--- src/rtl/iaq_chan_sched.sv ---
`default_nettype none
// ============================================================================
//  Module      : iaq_chan_sched
//  Description : Four-channel round-robin scheduler in front of one shared
//                inverse adaptive quantizer (IAQ). Grants one requesting
//                channel at a time, hands its I/y operands to the datapath,
//                waits for completion and returns the DQ result tagged with
//                the channel index.
//  Revision    : 1.0 - initial release
// ----------------------------------------------------------------------------
//  Parameters
//    WDOG_LIM   : WAIT cycles before a watchdog abort (1..255)
//  Optional feature
//    IAQ_SCHED_WDOG_EN : when defined, an 8-bit watchdog aborts a WAIT that
//                        lasts WDOG_LIM cycles (res_err=1, res_dq=0). When
//                        undefined, WAIT persists until dq_done.
//  Ports
//    clk        in   1   system clock, rising edge
//    reset      in   1   asynchronous reset, active low
//    scan_in0   in   1   DFT scan in (unused before insertion)
//    scan_en    in   1   DFT scan enable (unused before insertion)
//    scan_out0  out  1   DFT scan out, 0 before insertion
//    req        in   4   per-channel request level
//    ch_i       in   16  per-channel 4-bit code I, channel n at [4n+3:4n]
//    ch_y       in   52  per-channel 13-bit scale y, channel n at [13n+12:13n]
//    gnt        out  4   one-hot grant pulse
//    dq_start   out  1   datapath start pulse
//    dq_i/dq_y  out  4/13 operands of the granted channel
//    dq_done    in   1   datapath completion pulse
//    dq_res     in   15  datapath DQ result
//    res_valid  out  1   result strobe
//    res_ch     out  2   channel index of the result
//    res_dq     out  15  DQ result
//    res_err    out  1   watchdog abort flag
// ============================================================================
module iaq_chan_sched #(
    parameter int WDOG_LIM = 63
) (
    input  logic        clk,
    input  logic        reset,
    input  logic        scan_in0,
    input  logic        scan_en,
    output logic        scan_out0,
    input  logic [3:0]  req,
    input  logic [15:0] ch_i,
    input  logic [51:0] ch_y,
    output logic [3:0]  gnt,
    output logic        dq_start,
    output logic [3:0]  dq_i,
    output logic [12:0] dq_y,
    input  logic        dq_done,
    input  logic [14:0] dq_res,
    output logic        res_valid,
    output logic [1:0]  res_ch,
    output logic [14:0] res_dq,
    output logic        res_err
);

    typedef enum logic [1:0] {
        S_IDLE  = 2'd0,
        S_ISSUE = 2'd1,
        S_WAIT  = 2'd2,
        S_DONE  = 2'd3
    } state_t;

    state_t      r_state,     w_state_nxt;
    logic [3:0]  r_gnt,       w_gnt_nxt;
    logic        r_dq_start,  w_dq_start_nxt;
    logic [3:0]  r_dq_i,      w_dq_i_nxt;
    logic [12:0] r_dq_y,      w_dq_y_nxt;
    logic [1:0]  r_idx,       w_idx_nxt;
    logic [1:0]  r_rr_ptr,    w_rr_ptr_nxt;
    logic        r_res_valid, w_res_valid_nxt;
    logic [1:0]  r_res_ch,    w_res_ch_nxt;
    logic [14:0] r_res_dq,    w_res_dq_nxt;
    logic        r_res_err,   w_res_err_nxt;

`ifdef IAQ_SCHED_WDOG_EN
    localparam logic [7:0] c_WDOG_LAST = 8'(WDOG_LIM - 1);
    logic [7:0]  r_wdog,      w_wdog_nxt;
`endif

    logic        w_any;
    logic [1:0]  w_sel;
    logic        w_unused;

    // Scan hooks are stitched in at DFT insertion; functionally inert here.
    assign w_unused  = ^{scan_in0, scan_en, 8'(WDOG_LIM)};
    assign scan_out0 = 1'b0;

    // Round-robin pick: walk from the highest offset down so the candidate
    // closest to r_rr_ptr is the one left standing.
    always_comb begin
        w_any = |req;
        w_sel = r_rr_ptr;
        for (int k = 3; k >= 0; k--) begin
            if (req[r_rr_ptr + 2'(k)]) begin
                w_sel = r_rr_ptr + 2'(k);
            end
        end
    end

    always_comb begin
        w_state_nxt     = r_state;
        w_gnt_nxt       = 4'b0000;
        w_dq_start_nxt  = 1'b0;
        w_dq_i_nxt      = r_dq_i;
        w_dq_y_nxt      = r_dq_y;
        w_idx_nxt       = r_idx;
        w_rr_ptr_nxt    = r_rr_ptr;
        w_res_valid_nxt = 1'b0;
        w_res_ch_nxt    = r_res_ch;
        w_res_dq_nxt    = r_res_dq;
        w_res_err_nxt   = r_res_err;
`ifdef IAQ_SCHED_WDOG_EN
        w_wdog_nxt      = r_wdog;
`endif
        case (r_state)
            S_IDLE: begin
                if (w_any) begin
                    w_gnt_nxt   = 4'b0001 << w_sel;
                    w_dq_i_nxt  = ch_i[{w_sel, 2'b00} +: 4];
                    w_dq_y_nxt  = ch_y[6'(w_sel) * 6'd13 +: 13];
                    w_idx_nxt   = w_sel;
                    w_state_nxt = S_ISSUE;
                end
            end
            S_ISSUE: begin
                w_dq_start_nxt = 1'b1;
`ifdef IAQ_SCHED_WDOG_EN
                w_wdog_nxt     = 8'd0;
`endif
                w_state_nxt    = S_WAIT;
            end
            S_WAIT: begin
                // r_dq_start is high only in the first WAIT cycle; a done
                // pulse there cannot belong to this operation.
                if (dq_done && !r_dq_start) begin
                    w_res_valid_nxt = 1'b1;
                    w_res_ch_nxt    = r_idx;
                    w_res_dq_nxt    = dq_res;
                    w_res_err_nxt   = 1'b0;
                    w_state_nxt     = S_DONE;
                end
`ifdef IAQ_SCHED_WDOG_EN
                else if (r_wdog == c_WDOG_LAST) begin
                    w_res_valid_nxt = 1'b1;
                    w_res_ch_nxt    = r_idx;
                    w_res_dq_nxt    = 15'd0;
                    w_res_err_nxt   = 1'b1;
                    w_state_nxt     = S_DONE;
                end else begin
                    w_wdog_nxt      = r_wdog + 8'd1;
                end
`endif
            end
            S_DONE: begin
                w_rr_ptr_nxt = r_idx + 2'd1;
                w_state_nxt  = S_IDLE;
            end
            default: begin
                w_state_nxt = S_IDLE;
            end
        endcase
    end

    always_ff @(posedge clk or negedge reset) begin
        if (!reset) begin
            r_state     <= S_IDLE;
            r_gnt       <= 4'b0000;
            r_dq_start  <= 1'b0;
            r_dq_i      <= 4'd0;
            r_dq_y      <= 13'd0;
            r_idx       <= 2'd0;
            r_rr_ptr    <= 2'd0;
            r_res_valid <= 1'b0;
            r_res_ch    <= 2'd0;
            r_res_dq    <= 15'd0;
            r_res_err   <= 1'b0;
`ifdef IAQ_SCHED_WDOG_EN
            r_wdog      <= 8'd0;
`endif
        end else begin
            r_state     <= w_state_nxt;
            r_gnt       <= w_gnt_nxt;
            r_dq_start  <= w_dq_start_nxt;
            r_dq_i      <= w_dq_i_nxt;
            r_dq_y      <= w_dq_y_nxt;
            r_idx       <= w_idx_nxt;
            r_rr_ptr    <= w_rr_ptr_nxt;
            r_res_valid <= w_res_valid_nxt;
            r_res_ch    <= w_res_ch_nxt;
            r_res_dq    <= w_res_dq_nxt;
            r_res_err   <= w_res_err_nxt;
`ifdef IAQ_SCHED_WDOG_EN
            r_wdog      <= w_wdog_nxt;
`endif
        end
    end

    assign gnt       = r_gnt;
    assign dq_start  = r_dq_start;
    assign dq_i      = r_dq_i;
    assign dq_y      = r_dq_y;
    assign res_valid = r_res_valid;
    assign res_ch    = r_res_ch;
    assign res_dq    = r_res_dq;
    assign res_err   = r_res_err;

endmodule
`default_nettype wire

--- config.mk ---
export PLATFORM = sky130hd
export DESIGN_NAME = iaq_chan_sched
export DESIGN_NICKNAME = d
export VERILOG_FILES = /design/src/rtl/iaq_chan_sched.sv
export SDC_FILE = /design/constraint.sdc
export NUM_CORES = 1
export LEC_CHECK = 0
export ABC_AREA = 1
export BUFFER_PORTS_ARGS = -buffer_cell sky130_fd_sc_hd__buf_4
export CAP_MARGIN = 20
export CORE_UTILIZATION = 46
export CTS_CLUSTER_DIAMETER = 60
export DETAILED_ROUTE_END_ITERATION = 7
export PLACE_DENSITY = 0.81
export SYNTH_ARGS = -nofsm -noshare
export SYNTH_HDL_FRONTEND = slang
export SYNTH_SLANG_ARGS = --single-unit
export TNS_END_PERCENT = 10
--- constraint.sdc ---
create_clock -name clk -period 1.9 [get_ports clk]
set_input_delay 0.19 -clock clk [delete_from_list [all_inputs] [get_ports clk]]
set_output_delay 0.19 -clock clk [all_outputs]
set_load 0.02 [all_outputs]
==> results.sh, run 1 <==
export IMPL_tightest_slew_ps=576
export IMPL_dr_max_layer_used="met4"
export IMPL_cts_root_buf="clkbuf_8"
export IMPL_die_h_um=77.3
export IMPL_cts_path_max_buffers=2
export IMPL_syn_inst=357
export IMPL_syn_area_mm2=0.00261
export IMPL_cp_start_kind="flip-flop"
export IMPL_avgSynthCellArea_um2=7.31
export IMPL_via_per_inst=5.17
export IMPL_yosysWarnings=0
export IMPL_hp_class="input pin to flip-flop"
export IMPL_total_power_uw=8190
export IMPL_cts_tree="done"
export IMPL_r2r_end="dq_i[0]$_DFFE_PN0P_"
export IMPL_synth_area_leaders="dfrtp_1, nand2_1, nand3_1, ha_1, buf_4"
export IMPL_synth_top_cell_area_share_pct=44.1
export IMPL_drv_slew=0
export IMPL_dieArea_mm2=0.00598
export IMPL_grt_max_degree=47
export IMPL_nFillCells=440
export IMPL_regArea_mm2=0.00115
export IMPL_timing_final_crit_share_pct=97.9
export IMPL_hold_ws_ps=78.0
export IMPL_io_buffers=129
export IMPL_multi_input_area_mm2=0.00138
export IMPL_wl_per_cell_um=14.0
export IMPL_min_path_cells=3
export IMPL_dpl_hpwl_mm=5.13
export IMPL_gp_congestion=0.850
export IMPL_r2r_start="r_rr_ptr[1]$_DFFE_PN0N_"
export IMPL_worst_path_buf_inv=3
export IMPL_r2r_cells=14
export IMPL_finClkSkew_ps=6.66
export IMPL_finalNetCount=600
export IMPL_power_density_mw_per_mm2=1990
export IMPL_grt_pass1_wl_mm=11.4
export IMPL_path_class="flip-flop to flip-flop"
export IMPL_cp_max_fo=7
export IMPL_cp_slowest_cell="dfrtp_2"
export IMPL_slowest_delay_ps=470
export IMPL_fmax_mhz=538
export IMPL_coreArea_mm2=0.00547
export IMPL_status="completed"
export IMPL_cp_cell_sequence="inv_2, nand2_1, nand2_1, nand2_1, nand2_1, nand2_2, nand2_4, nand3_4, buf_4, buf_12, nand3_1, nand3_2, nand3_1, nand2_1"
export IMPL_start_util_pct=47.7
export IMPL_antenna_found_initial=0
export IMPL_ys_types=24
export IMPL_track_usage_pct=24.0
export IMPL_drc=0
export IMPL_ys_seq_area_share_pct=44.1
export IMPL_maxSlewHeadroom_pct=61.6
export IMPL_critPathTopFamily="simple AND/OR/NAND/NOR gates"
export IMPL_wl_met2_mm=4.17
export IMPL_crit_top_cell="nand2_1"
export IMPL_htree_levels=2
export IMPL_leakage_uw=0.00225
export IMPL_finalHoldViolations=0
export IMPL_diodes=0
export IMPL_crit_path_end_kind="flip-flop"
export IMPL_insertion_delay_ps=300
export IMPL_grt_pass1_vias=2556
export IMPL_ir_worst_vdd_uv=1110
export IMPL_grt_ovfl_total=0
export IMPL_firstDrtPassIters=5
export IMPL_vias=2985
export IMPL_rsz0062_at_grt="yes"
export IMPL_worstHoldStart="dq_res[12]"
export IMPL_ioPinCount=134
export IMPL_drv_cap=0
export IMPL_cts_buffers=5
export IMPL_layout_drive_gt1_share_pct=38.8
export IMPL_drt_iter0_drc=169
export IMPL_wl_met1_mm=3.10
export IMPL_clock_sinks=46
export IMPL_arrival_ps=2060
export IMPL_path_clk_slew_ps=90
export IMPL_hold_end="res_dq[12]$_DFFE_PN0P_"
export IMPL_ant_nets=0
export IMPL_period_minus_slack_ps=1860
export IMPL_postSynthRegisterBits=46
export IMPL_setup_violations=0
export IMPL_r2r_setup_slack_ps=40
export IMPL_cp_data_required_time_ps=2100
export IMPL_wl_mm=8.09
export IMPL_num_rows=27
export IMPL_synth_area_leader_cell="dfrtp_1"
export IMPL_wl_met3_um=663
export IMPL_area_growth_pct=57.9
export IMPL_die_w_um=77.3
## worst max path at each step
| stage | depth (start not counted) | start | to |
|---|---|---|---|
| finish | 14 | r_rr_ptr[1]$_DFFE_PN0N_ | dq_i[0]$_DFFE_PN0P_ |
| CTS | 14 | r_rr_ptr[0]$_DFFE_PN0N_ | dq_i[0]$_DFFE_PN0P_ |
| floorplan | 16 | r_rr_ptr[0]$_DFFE_PN0N_ | dq_y[7]$_DFFE_PN0P_ |
| detailed placement | 13 | r_rr_ptr[0]$_DFFE_PN0N_ | dq_i[2]$_DFFE_PN0P_ |
| global placement | 13 | r_rr_ptr[0]$_DFFE_PN0N_ | dq_y[1]$_DFFE_PN0P_ |
| global route | 14 | r_rr_ptr[1]$_DFFE_PN0N_ | dq_i[0]$_DFFE_PN0P_ |
## layer usage
layer  up-vias  GRT usage [%]
li1       1441              -
met3        18           4.88
met4         0           6.79
met2       165           42.7
met5         -              0
met1      1361           29.2
## flip-flops by register name, indices dropped and copies added (netlist names)
register   flops
dq_i           4
dq_start       1
r_rr_ptr       2
dq_y          13
r_idx          2
gnt            4
res_dq        15
r_state        2
res_ch         2
res_valid      1
## power breakdown
part,internal (uW),switching (uW),total (uW)
clock,263,352,615
sequential,1450,286,1740
combinational,2470,3370,5830
## synthesized netlist by cell type, drive strengths merged
cell,count
buf,17
clkinv,3
o21ai,8
inv,15
nand3,91
conb,1
nor4,1
dfrtp,46
a21oi,3
ha,4
clkbuf,3
nand2,156
nor2,8
xnor2,1
## metrics by stage
stage	TNS (ps)	cells	cell area, um2	util, %	worst slack [ps]
floorplan	0	358	2610	-	254
global placement	0	549	3650	66.6	6.11
detailed placement	-323	549	3650	66.6	-36.0
CTS	0	558	3750	68.6	38.6
global route	-580	577	4120	75.3	-56.1
finish	0	577	4120	75.3	40.8
## cell families after synthesis
kind of cell | count (synthesis) | share of synthesized area, %
buf+inv | 38 | 8.01
simple gates | 256 | 43.4
xor+xnor | 1 | 0.336
compound gates | 11 | 2.11
fa+ha+maj | 4 | 1.92
other cells | 1 | 0.144
flops | 46 | 44.1
## repair_timing
action | 4_1_cts | 5_1_grt
setup endpoints to repair | 17 | 19
hold buffers | 1 | 0
cloned | 0 | 9
setup buffers | 0 | 10
hold endpoints to repair | 46 | 0
gates resized for setup | 2 | 27
pin swaps | 0 | 12
## worst min-delay path, delay by kind of cell
kind | cells | cell delay [ps]
buffers and inverters | 1 | 70
AND/OR/NAND/NOR | 2 | 80
## cell type report
cell class / instances / share of cell area, %
Multi-Input combinational cell: 277 / 33.4
Clock buffer: 5 / 1.67
Timing Repair Buffer: 156 / 32.3
Tap cell: 72 / 2.19
Sequential cell: 46 / 28.0
Clock inverter: 3 / 0.577
Inverter: 18 / 1.82
## cell usage in the layout, fill, tap and decap left out, drive strengths merged, types with 2 or more instances in the layout
cell type / instances
a21oi: 3
buf: 150
clkbuf: 10
clkinv: 3
clkinvlp: 2
conb: 2
dfrtp: 46
ha: 4
inv: 16
nand2: 159
nand3: 91
nor2: 8
o21ai: 8
(Power assumes the default switching activity.)
==> inputs of run 2 (changes only) <==
Settings changed: ABC_AREA 1 to unset, ABC_CLOCK_PERIOD_IN_PS set to 1900, CORE_UTILIZATION 46 to 45, PLACE_DENSITY 0.81 to 0.8.
==> results.sh, run 2 <==
export IMPL_status="completed"
export IMPL_cts_root_buf="clkbuf_8"
export IMPL_diodes=0
export IMPL_start_util_pct=48.1
export IMPL_mostFrequentLayoutCells="buf_4, nand2_1, dfrtp_1"
export IMPL_cp_slowest_cell="dfrtp_2"
export IMPL_postSynthRegisterBits=46
export IMPL_tightest_slew_ps=584
export IMPL_nFillCells=390
export IMPL_period_minus_slack_ps=1810
export IMPL_r2r_end="gnt[0]$_DFF_PN0_"
export IMPL_r2r_cells=8
export IMPL_arrival_ps=2040
export IMPL_grt_max_degree=47
export IMPL_synth_area_leader_cell="dfrtp_1"
export IMPL_syn_area_mm2=0.00252
export IMPL_synth_area_leaders="dfrtp_1, nand2_1, mux2i_1, a31oi_1, o21ai_0"
export IMPL_cts_tree="done"
export IMPL_yosysWarnings=0
export IMPL_synth_edf_count=0
export IMPL_ys_seq_area_share_pct=45.7
export IMPL_r2r_start="r_rr_ptr[1]$_DFFE_PN0N_"
export IMPL_die_h_um=76.8
export IMPL_coreArea_mm2=0.00524
export IMPL_power_density_mw_per_mm2=1540
export IMPL_fin_util_pct=73.7
export IMPL_drc=0
export IMPL_largest_reg_flops=15
export IMPL_ir_worst_vdd_uv=743
export IMPL_htree_levels=2
export IMPL_drt_iter0_drc=100
export IMPL_hp_class="input pin to flip-flop"
export IMPL_synthArstFlopShare_pct=100
export IMPL_ioPinCount=134
export IMPL_grt_pass1_vias=2469
export IMPL_antenna_found_initial=0
export IMPL_area_growth_pct=53.1
export IMPL_gp_congestion=0.762
export IMPL_timing_final_crit_share_pct=95.3
export IMPL_synth_commonest_cells="nand2_1, dfrtp_1, nor2_1"
export IMPL_ant_nets=0
export IMPL_syn_inst=266
export IMPL_synth_most_common_cell="nand2_1"
export IMPL_cp_start_kind="flip-flop"
export IMPL_crit_path_end_kind="flip-flop"
export IMPL_ys_types=41
export IMPL_worstHoldStart="dq_res[1]"
export IMPL_die_w_um=76.8
export IMPL_leakage_uw=0.00193
export IMPL_wl_per_cell_um=14.4
export IMPL_track_usage_pct=23.9
export IMPL_grt_ovfl_total=0
export IMPL_finalNetCount=508
export IMPL_r2r_setup_slack_ps=90
export IMPL_avgSynthCellArea_um2=9.47
export IMPL_fmax_mhz=552
export IMPL_cp_max_fo=10
export IMPL_fin_ws_ps=89.2
export IMPL_cts_path_max_buffers=2
export IMPL_clock_sinks=46
export IMPL_path_class="flip-flop to flip-flop"
export IMPL_crit_top_cell="buf_4"
export IMPL_wl_mm=6.95
export IMPL_io_buffers=129
export IMPL_drv_cap=0
export IMPL_synth_top_cell_area_share_pct=45.7
export IMPL_min_path_cells=3
export IMPL_num_rows=26
export IMPL_firstDrtPassIters=4
export IMPL_dpl_hpwl_mm=5.16
export IMPL_cp_data_required_time_ps=2130
export IMPL_synth_main_ff_cell="dfrtp_1"
export IMPL_drv_slew=0
export IMPL_hold_end="res_dq[1]$_DFFE_PN0P_"
export IMPL_regArea_mm2=0.00115
export IMPL_slowest_delay_ps=450
export IMPL_path_clk_slew_ps=80
export IMPL_multi_input_area_mm2=0.00126
export IMPL_via_per_inst=5.19
export IMPL_insertion_delay_ps=290
export IMPL_setup_violations=0
export IMPL_layout_drive_gt1_share_pct=44.1
export IMPL_cts_buffers=5
export IMPL_maxSlewHeadroom_pct=61.0
export IMPL_place_ws_ps=-139
export IMPL_layout_commonest_cell="buf_4"
export IMPL_finalHoldViolations=0
export IMPL_grt_pass1_wl_mm=11.1
export IMPL_cp_cell_sequence="nor3b_1, buf_4, a2111oi_4, buf_4, nor2_2, nor2_4, buf_4, and2_1"
export IMPL_vias=2505
export IMPL_finClkSkew_ps=8.20
export IMPL_dieArea_mm2=0.00590
[run 2: cell types whose count changed after synthesis, moves of 8 or more]
cell and delta:
nand2_1 -96, a31oi_1 +17, mux2i_1 +17, o21ai_0 +13, nand3_1 -72, a21boi_2 +8
a21boi_1 +9, nor2_1 +12, inv_1 -8
[run 2: critical path, delay by kind of cell, from the launching register on]
kind                   cells  cell delay, ps
buffers and inverters      3             520
AND/OR/NAND/NOR            4             490
flip-flops                 1             450
AO/OA/AOI/OAI              1             280
[run 2: timing repair]
item | in CTS | in global routing
endpoints found under the setup margin | 18 | 18
gates resized for setup | 3 | 5
buffers inserted | 1 | 6
endpoints found under the hold margin | 46 | 0
hold buffers | 1 | 0
pin swaps | 2 | 2
[run 2: area by class of cell]
type	instances	area share [%]
multi-input cells	199	32.8
repair buffers	155	31.7
flip-flops and latches	46	29.9
well taps	70	2.27
clock buffers	6	1.88
clock inverters	2	0.973
inverters	5	0.487
[run 2: logic make-up after synthesis]
family | after synthesis | share of synthesized area, %
flip-flops | 46 | 45.7
other | 1 | 0.149
AO/OA/AOI/OAI | 65 | 18.9
multiplexers | 17 | 6.75
adder cells (fa/ha/maj) | 4 | 1.99
XOR/XNOR | 1 | 0.348
buffers and inverters | 22 | 5.71
AND/OR/NAND/NOR | 110 | 20.5
[run 2: per-stage QoR]
stage | power [uW] | hold slack [ps] | setup TNS (ps) | cell area [um2] | std cells
3_5_place_dp | 5020 | 224 | -1850 | 3600 | 467
2_1_floorplan | 3770 | -106 | 0 | 2520 | 267
3_3_place_gp | 4910 | 223 | -818 | 3600 | 467
5_1_grt | 6350 | 86.0 | -8.03 | 3860 | 483
4_1_cts | 5810 | 78.2 | 0 | 3760 | 477
6_report | 5940 | 85.2 | 0 | 3860 | 483
[run 2: power by group]
part,leakage (uW),internal [uW],switching [uW]
Sequential,0.000553,1440,267
Clock,0.0000514,392,321
Combinational,0.00133,1690,1840
[run 2: routing by layer]
layer  track usage (%)  vias to the layer above  part of all wire, %
li1                  -                     1212                    -
met1              27.1                     1179                   40
met4              7.31                        0                  1.0
met5                 0                        -                    0
met2              43.8                      107                   52
met3              5.71                        7                  7.1
[run 2: worst max-delay path by stage]
stage / startpoint / end / slack (ps) / depth (start not counted)
6_report: r_rr_ptr[1]$_DFFE_PN0N_ / gnt[0]$_DFF_PN0_ / 90 / 8
5_1_grt: r_rr_ptr[1]$_DFFE_PN0N_ / dq_y[3]$_DFFE_PN0P_ / -8 / 8
4_1_cts: r_rr_ptr[1]$_DFFE_PN0N_ / dq_y[3]$_DFFE_PN0P_ / 20 / 7
3_3_place_gp: r_rr_ptr[1]$_DFFE_PN0N_ / dq_i[0]$_DFFE_PN0P_ / -70 / 6
2_1_floorplan: r_rr_ptr[1]$_DFFE_PN0N_ / dq_y[10]$_DFFE_PN0P_ / 180 / 8
3_5_place_dp: r_rr_ptr[1]$_DFFE_PN0N_ / dq_y[9]$_DFFE_PN0P_ / -140 / 6
